===== config.mk =====
export PLATFORM = sky130hd
export DESIGN_NAME = cv32e40x_uop_sequencer
export DESIGN_NICKNAME = d
export VERILOG_FILES = /design/src/rtl/cv32e40x_uop_sequencer.sv
export SDC_FILE = /design/constraint.sdc
export NUM_CORES = 1
export LEC_CHECK = 0
export BUFFER_PORTS_ARGS = -buffer_cell sky130_fd_sc_hd__buf_2
export CAP_MARGIN = 20
export CORE_ASPECT_RATIO = 1.4
export CORE_UTILIZATION = 45
export DETAILED_ROUTE_END_ITERATION = 10
export PLACE_DENSITY_LB_ADDON = 0.25
export SLEW_MARGIN = 10
export SYNTH_ARGS = -nofsm -noshare
export SYNTH_HDL_FRONTEND = slang
export SYNTH_SLANG_ARGS = --single-unit

===== constraint.sdc =====
create_clock -name clk -period 3.3 [get_ports clk]
set_input_delay 0.66 -clock clk [delete_from_list [all_inputs] [get_ports clk]]
set_output_delay 0.66 -clock clk [all_outputs]
set_load 0.02 [all_outputs]

===== src/rtl/cv32e40x_uop_sequencer.sv =====
// ============================================================================
// cv32e40x_uop_sequencer : expands Zcmp push/pop into RV32I micro-ops and
// passes every other instruction through. Zcmp gated by CV32E40X_ZCMP_EN.
// Revision: 1.0
// ============================================================================
`default_nettype none

module cv32e40x_uop_sequencer #(
  parameter int RLIST_MAX   = 15,
  parameter int STACK_ALIGN = 16
) (
  input  logic        clk,
  input  logic        rst,
  input  logic        instr_valid_i,
  input  logic [31:0] instr_i,
  output logic        instr_ready_o,
  input  logic        kill_i,
  output logic        uop_valid_o,
  input  logic        uop_ready_i,
  output logic [31:0] uop_instr_o,
  output logic        uop_first_o,
  output logic        uop_last_o,
  output logic        uop_illegal_o,
  output logic        seq_active_o
);

  typedef enum logic [0:0] {S_IDLE = 1'b0, S_SEQ = 1'b1} state_e;

  localparam logic [1:0]  c_OP_PUSH    = 2'b00;
  localparam logic [1:0]  c_OP_POP     = 2'b01;
  localparam logic [1:0]  c_OP_POPRETZ = 2'b10;
  localparam logic [4:0]  c_SP         = 5'd2;
  localparam logic [31:0] c_LI_A0      = 32'h0000_0513;
  localparam logic [31:0] c_RET        = 32'h0000_8067;
  localparam logic [3:0]  c_RLIST_MAX  = 4'(RLIST_MAX);

  state_e      state_q, state_d;
  logic [4:0]  cnt_q, cnt_d;
  logic [1:0]  op_q, op_d;
  logic [3:0]  rlist_q, rlist_d;
  logic [1:0]  spimm_q, spimm_d;
  logic        valid_q, valid_d;
  logic [31:0] uinstr_q, uinstr_d;
  logic        first_q, first_d;
  logic        last_q, last_d;
  logic        illegal_q, illegal_d;

  logic        w_is_zcmp;
  logic        w_illegal;
  logic        w_uop_acc;
  logic        w_instr_acc;
  logic [32:0] w_new_uop;
  logic [32:0] w_seq_uop;

  // Micro-op k of a Zcmp instruction, returned as {last, encoding}.
  function automatic logic [32:0] f_uop(input logic [1:0] op, input logic [3:0] rlist,
                                        input logic [1:0] spimm, input logic [4:0] k);
    logic [4:0]  n;
    logic [4:0]  j;
    logic [4:0]  rnum;
    logic [11:0] adj;
    logic [11:0] ofs;
    logic [11:0] imm;
    logic [31:0] ins;
    logic        last;
    n = (rlist == 4'd15) ? 5'd13 : ({1'b0, rlist} - 5'd3);
    case (rlist[3:2])
      2'b01:   adj = 12'd16;
      2'b10:   adj = 12'd32;
      default: adj = (rlist == 4'd15) ? 12'd64 : 12'd48;
    endcase
    adj = adj + 12'(spimm) * 12'(STACK_ALIGN);
    // Registers are stored highest-first: list index N-1-k.
    j = n - 5'd1 - k;
    case (j)
      5'd0:    rnum = 5'd1;
      5'd1:    rnum = 5'd8;
      5'd2:    rnum = 5'd9;
      default: rnum = j + 5'd15;
    endcase
    ofs  = {5'd0, k + 5'd1, 2'b00};
    imm  = 12'd0;
    ins  = c_RET;
    last = 1'b1;
    if (k < n) begin
      last = 1'b0;
      if (op == c_OP_PUSH) begin
        imm = 12'd0 - ofs;
        ins = {imm[11:5], rnum, c_SP, 3'b010, imm[4:0], 7'b0100011};
      end else begin
        imm = adj - ofs;
        ins = {imm, c_SP, 3'b010, rnum, 7'b0000011};
      end
    end else if (k == n) begin
      imm  = (op == c_OP_PUSH) ? (12'd0 - adj) : adj;
      ins  = {imm, c_SP, 3'b000, c_SP, 7'b0010011};
      last = (op == c_OP_PUSH) || (op == c_OP_POP);
    end else if ((k == n + 5'd1) && (op == c_OP_POPRETZ)) begin
      ins  = c_LI_A0;
      last = 1'b0;
    end
    return {last, ins};
  endfunction

`ifdef CV32E40X_ZCMP_EN
  // B8/BA/BC/BE in [15:8]; the op is carried in bits [10:9].
  assign w_is_zcmp = (instr_i[1:0] == 2'b10) && (instr_i[15:11] == 5'b10111) && !instr_i[8];
`else
  assign w_is_zcmp = 1'b0;
`endif

  assign w_illegal   = (instr_i[7:4] < 4'd4) || (instr_i[7:4] > c_RLIST_MAX);
  assign w_uop_acc   = valid_q && uop_ready_i;
  assign instr_ready_o = (state_q == S_IDLE) && !kill_i && (!valid_q || uop_ready_i);
  assign w_instr_acc = instr_valid_i && instr_ready_o;
  assign w_new_uop   = f_uop(instr_i[10:9], instr_i[7:4], instr_i[3:2], 5'd0);
  assign w_seq_uop   = f_uop(op_q, rlist_q, spimm_q, cnt_q + 5'd1);

  always_comb begin
    state_d   = state_q;
    cnt_d     = cnt_q;
    op_d      = op_q;
    rlist_d   = rlist_q;
    spimm_d   = spimm_q;
    valid_d   = valid_q;
    uinstr_d  = uinstr_q;
    first_d   = first_q;
    last_d    = last_q;
    illegal_d = illegal_q;
    if (kill_i) begin
      valid_d = 1'b0;
      state_d = S_IDLE;
      cnt_d   = 5'd0;
    end else begin
      case (state_q)
        S_IDLE: begin
          if (w_uop_acc) valid_d = 1'b0;
          if (w_instr_acc) begin
            valid_d = 1'b1;
            first_d = 1'b1;
            cnt_d   = 5'd0;
            if (w_is_zcmp && !w_illegal) begin
              state_d   = S_SEQ;
              op_d      = instr_i[10:9];
              rlist_d   = instr_i[7:4];
              spimm_d   = instr_i[3:2];
              last_d    = w_new_uop[32];
              uinstr_d  = w_new_uop[31:0];
              illegal_d = 1'b0;
            end else begin
              uinstr_d  = instr_i;
              last_d    = 1'b1;
              illegal_d = w_is_zcmp;
            end
          end
        end
        S_SEQ: begin
          if (w_uop_acc) begin
            if (last_q) begin
              valid_d = 1'b0;
              state_d = S_IDLE;
              cnt_d   = 5'd0;
            end else begin
              cnt_d    = (cnt_q == 5'd31) ? cnt_q : cnt_q + 5'd1;
              first_d  = 1'b0;
              last_d   = w_seq_uop[32];
              uinstr_d = w_seq_uop[31:0];
            end
          end
        end
        default: state_d = S_IDLE;
      endcase
    end
  end

  always_ff @(posedge clk or posedge rst) begin
    if (rst) begin
      state_q   <= S_IDLE;
      cnt_q     <= 5'd0;
      op_q      <= 2'b00;
      rlist_q   <= 4'd0;
      spimm_q   <= 2'b00;
      valid_q   <= 1'b0;
      uinstr_q  <= 32'd0;
      first_q   <= 1'b0;
      last_q    <= 1'b0;
      illegal_q <= 1'b0;
    end else begin
      state_q   <= state_d;
      cnt_q     <= cnt_d;
      op_q      <= op_d;
      rlist_q   <= rlist_d;
      spimm_q   <= spimm_d;
      valid_q   <= valid_d;
      uinstr_q  <= uinstr_d;
      first_q   <= first_d;
      last_q    <= last_d;
      illegal_q <= illegal_d;
    end
  end

  assign uop_valid_o   = valid_q;
  assign uop_instr_o   = uinstr_q;
  assign uop_first_o   = first_q;
  assign uop_last_o    = last_q;
  assign uop_illegal_o = illegal_q;
  assign seq_active_o  = (state_q == S_SEQ);

endmodule

`default_nettype wire


==> results.yml <==
run_status:
  status: "complete, no violations"
clocking:
  cts_buffers: 5
  cts_root_buf: "clkbuf_8"
  clk_pin_slew_ns: 0.09
  clkLatencyLatePin_ns: 0.30
  ctsResizeCount: 0
  tritoncts: "done"
  cts.sinks: 41
  clk_path_buf_depth: 2
  cts_max_level: 2
  post-cts-setup-buffers: 0
  cts_hold_buffers: 0
power_and_ir_drop:
  power_density_mw_per_mm2: 428
  p_leak_nw: 1.34
  ir_worst_vdd_mv: 0.322
logic_synthesis:
  synth_cell_types: 60
  synth_edf_count: 0
  yosysWarnings: 0
  synth_mux_area_share_pct: 1.74
  yosys-top-cells-area: "dfrtp_1 43%, nand2_1 5.4%, o21ai_0 3.4%, ha_1 3.2%, nand2b_1 2.6%"
  synthFlopType: "dfrtp_1"
  ys_ff_latch: 41
  synth-compound-area-share_pct: 21.1
  yosysSeqAreaShare_pct: 43.2
  synth_adder_area_share_pct: 3.16
  synth_top_family_by_area: "simple AND/OR/NAND/NOR gates"
  syn_nets: 297
  netlist.area_leader.share_pct: 43.2
  netlist_instances: 254
  postSynthAreaPerCell_um2: 9.35
  synthArstFlopShare_pct: 100
  syn_area_mm2: 0.00237
  yosys.area_share.simple_pct: 23.0
  yosys.area.top_type: "dfrtp_1"
  synth_xor_xnor_area_share_pct: 1.84
setup_path:
  r2r-start: "cnt_q[0]$_DFFE_PP0P_"
  arrival_ns: 2.99
  cp-end-kind: "flip-flop"
  cpMostUsedCell: "ha_1"
  cp_max_fo: 13
  startpoint_type: "flip-flop"
  crit_family: "adder cells"
  crit_chain: "ha_1, and3_1, ha_1, nor2b_1, nand4b_1, a21oi_1, nor4_1, a221o_1"
  criticalPathCategory: "flip-flop to flip-flop"
  required_ns: 3.48
  critical_path_buf_inv_count: 0
  crit_slowest_cell: "dfrtp_1"
  r2r_cells: 8
  critPathMaxStageDelay_ns: 0.52
  r2r-end: "uop_instr_o[21]$_DFFE_PP0P_"
  r2r_setup_slack_ns: 0.49
timing:
  layout_setup_ws_ns: 0.489
  finalCritPeriodShare_pct: 85.2
  final_hold_viol_count: 0
  period_needed_ns: 2.81
  slew_violations: 0
  max_freq_mhz: 356
  rsz0062_at_grt: "no"
  finalSetupTns_ns: 0
  setup_viol: 0
  fin_skew_ns: 0.00791
  maxSlewHeadroom_pct: 59.2
  whs_ns: 0.482
  worst_pin_slew_ns: 0.611
final_layout:
  nets: 365
  area_growth_syn_to_layout_pct: 20.0
  layout_common_cells: "73 x buf_2, 41 x dfrtp_1, 34 x nand2_1"
  final_common_cell: "buf_2"
  diodes: 0
  drive_gt1_share_pct: 30.0
routing:
  drt_pass1_iterations: 4
  ant_nets: 0
  drt_iter0_drc: 138
  vias: 2162
  drc: 0
  routedWlPerCell_um: 15.3
  via_per_inst: 5.59
  routed_wl_um: 5920
die:
  dieArea_mm2: 0.00558
  rows: 30
  dieHeight_um: 88.0
  core-area_mm2: 0.00495
  fp.dieW_um: 63.4
  pin_count: 75
  start_util_pct: 47.9
place:
  post-place-ws_ns: 0.515
  hpwl_um: 4400
  gp_congestion: 0.929
  port_buffers: 73
global_routing:
  gr-usage-all-layers_pct: 21.6
  grt_max_degree: 42
  grt_pass1_vias: 2016
  grt_overflow: 0
  antenna_found_initial: 0
  grt_pass1_wl_um: 9400
worst_hold_path:
  hp-class: "input pin to asynchronous set/reset pin"
flow_run:
  drv_cap: 0
-- where the power goes --
group	internal (mW)	switching, mW
clock	0.170	0.180
combinational	0.106	0.171
sequential	0.563	0.0307
total	0.838	0.382
-- synth_stat cells (2+ instances only) --
cell type / number
dfrtp_1: 41
nand2_1: 34
o21ai_0: 16
nor2_1: 15
nand3_1: 11
nand2b_1: 10
nor2b_1: 9
a21oi_1: 8
nor3_1: 8
a22oi_1: 7
inv_1: 7
buf_2: 6
ha_1: 6
o22a_1: 6
buf_4: 4
clkbuf_1: 4
a221o_1: 3
and3_1: 3
buf_6: 3
mux2i_1: 3
nand4b_1: 3
xor2_1: 3
a31oi_1: 2
and2b_1: 2
nand4_1: 2
nor4_1: 2
o21ai_1: 2
xnor2_1: 2
-- layer usage --
layer / GRT usage, % / share of wire, %
met5: 0 / 0
met1: 25.7 / 41
met2: 38.4 / 52
met3: 3.65 / 4.6
met4: 8.68 / 2.0
-- flip-flops by register name, indices dropped and copies added (netlist names) --
name and count:
cnt_q 5, seq_active_o 1, uop_first_o 1, uop_instr_o 32, uop_last_o 1, uop_valid_o 1
-- worst reg2reg max path, cell delays in order, from the launching register on --
cell and delay [ns]:
dfrtp_1 0.52, ha_1 0.41, and3_1 0.25, ha_1 0.51, nor2b_1 0.23, nand4b_1 0.16
a21oi_1 0.27, nor4_1 0.09, a221o_1 0.28
-- logic make-up after synthesis --
group | count (synthesis)
flip-flops | 41
AO/OA/AOI/OAI | 67
other | 1
multiplexers | 4
adder cells (fa/ha/maj) | 6
AND/OR/NAND/NOR | 105
buffers and inverters | 25
XOR/XNOR | 5
-- cell type report --
class                   count  area, um^2
well taps                  64        80.1
multi-input cells         188        1210
flip-flops and latches     41        1030
repair buffers             78         403
inverters                   8        30.0
clock inverters             2        13.8
clock buffers               6        82.6
fillers                   486        2100
-- metrics by stage --
stage / util [%] / power [mW] / std cells / instance area (um^2)
final: 57.5 / 1.22 / 387 / 2850
after global routing: 57.5 / 1.28 / 387 / 2850
after global placement: 55.6 / 0.877 / 379 / 2750
after floorplan: - / 0.777 / 254 / 2370
after CTS: 57.5 / 1.23 / 387 / 2850
after detailed placement: 55.6 / 0.883 / 379 / 2750
-- how the worst max path moves through the flow --
stage,from,cells after the start,to
after floorplan,cnt_q[1]$_DFFE_PP0P_,9,uop_instr_o[26]$_DFFE_PP0P_
after global placement,cnt_q[0]$_DFFE_PP0P_,8,uop_instr_o[21]$_DFFE_PP0P_
after detailed placement,cnt_q[0]$_DFFE_PP0P_,8,uop_instr_o[21]$_DFFE_PP0P_
after CTS,cnt_q[0]$_DFFE_PP0P_,8,uop_instr_o[21]$_DFFE_PP0P_
after global routing,cnt_q[0]$_DFFE_PP0P_,8,uop_instr_o[21]$_DFFE_PP0P_
final,cnt_q[0]$_DFFE_PP0P_,8,uop_instr_o[21]$_DFFE_PP0P_
(Power assumes the default switching activity.)
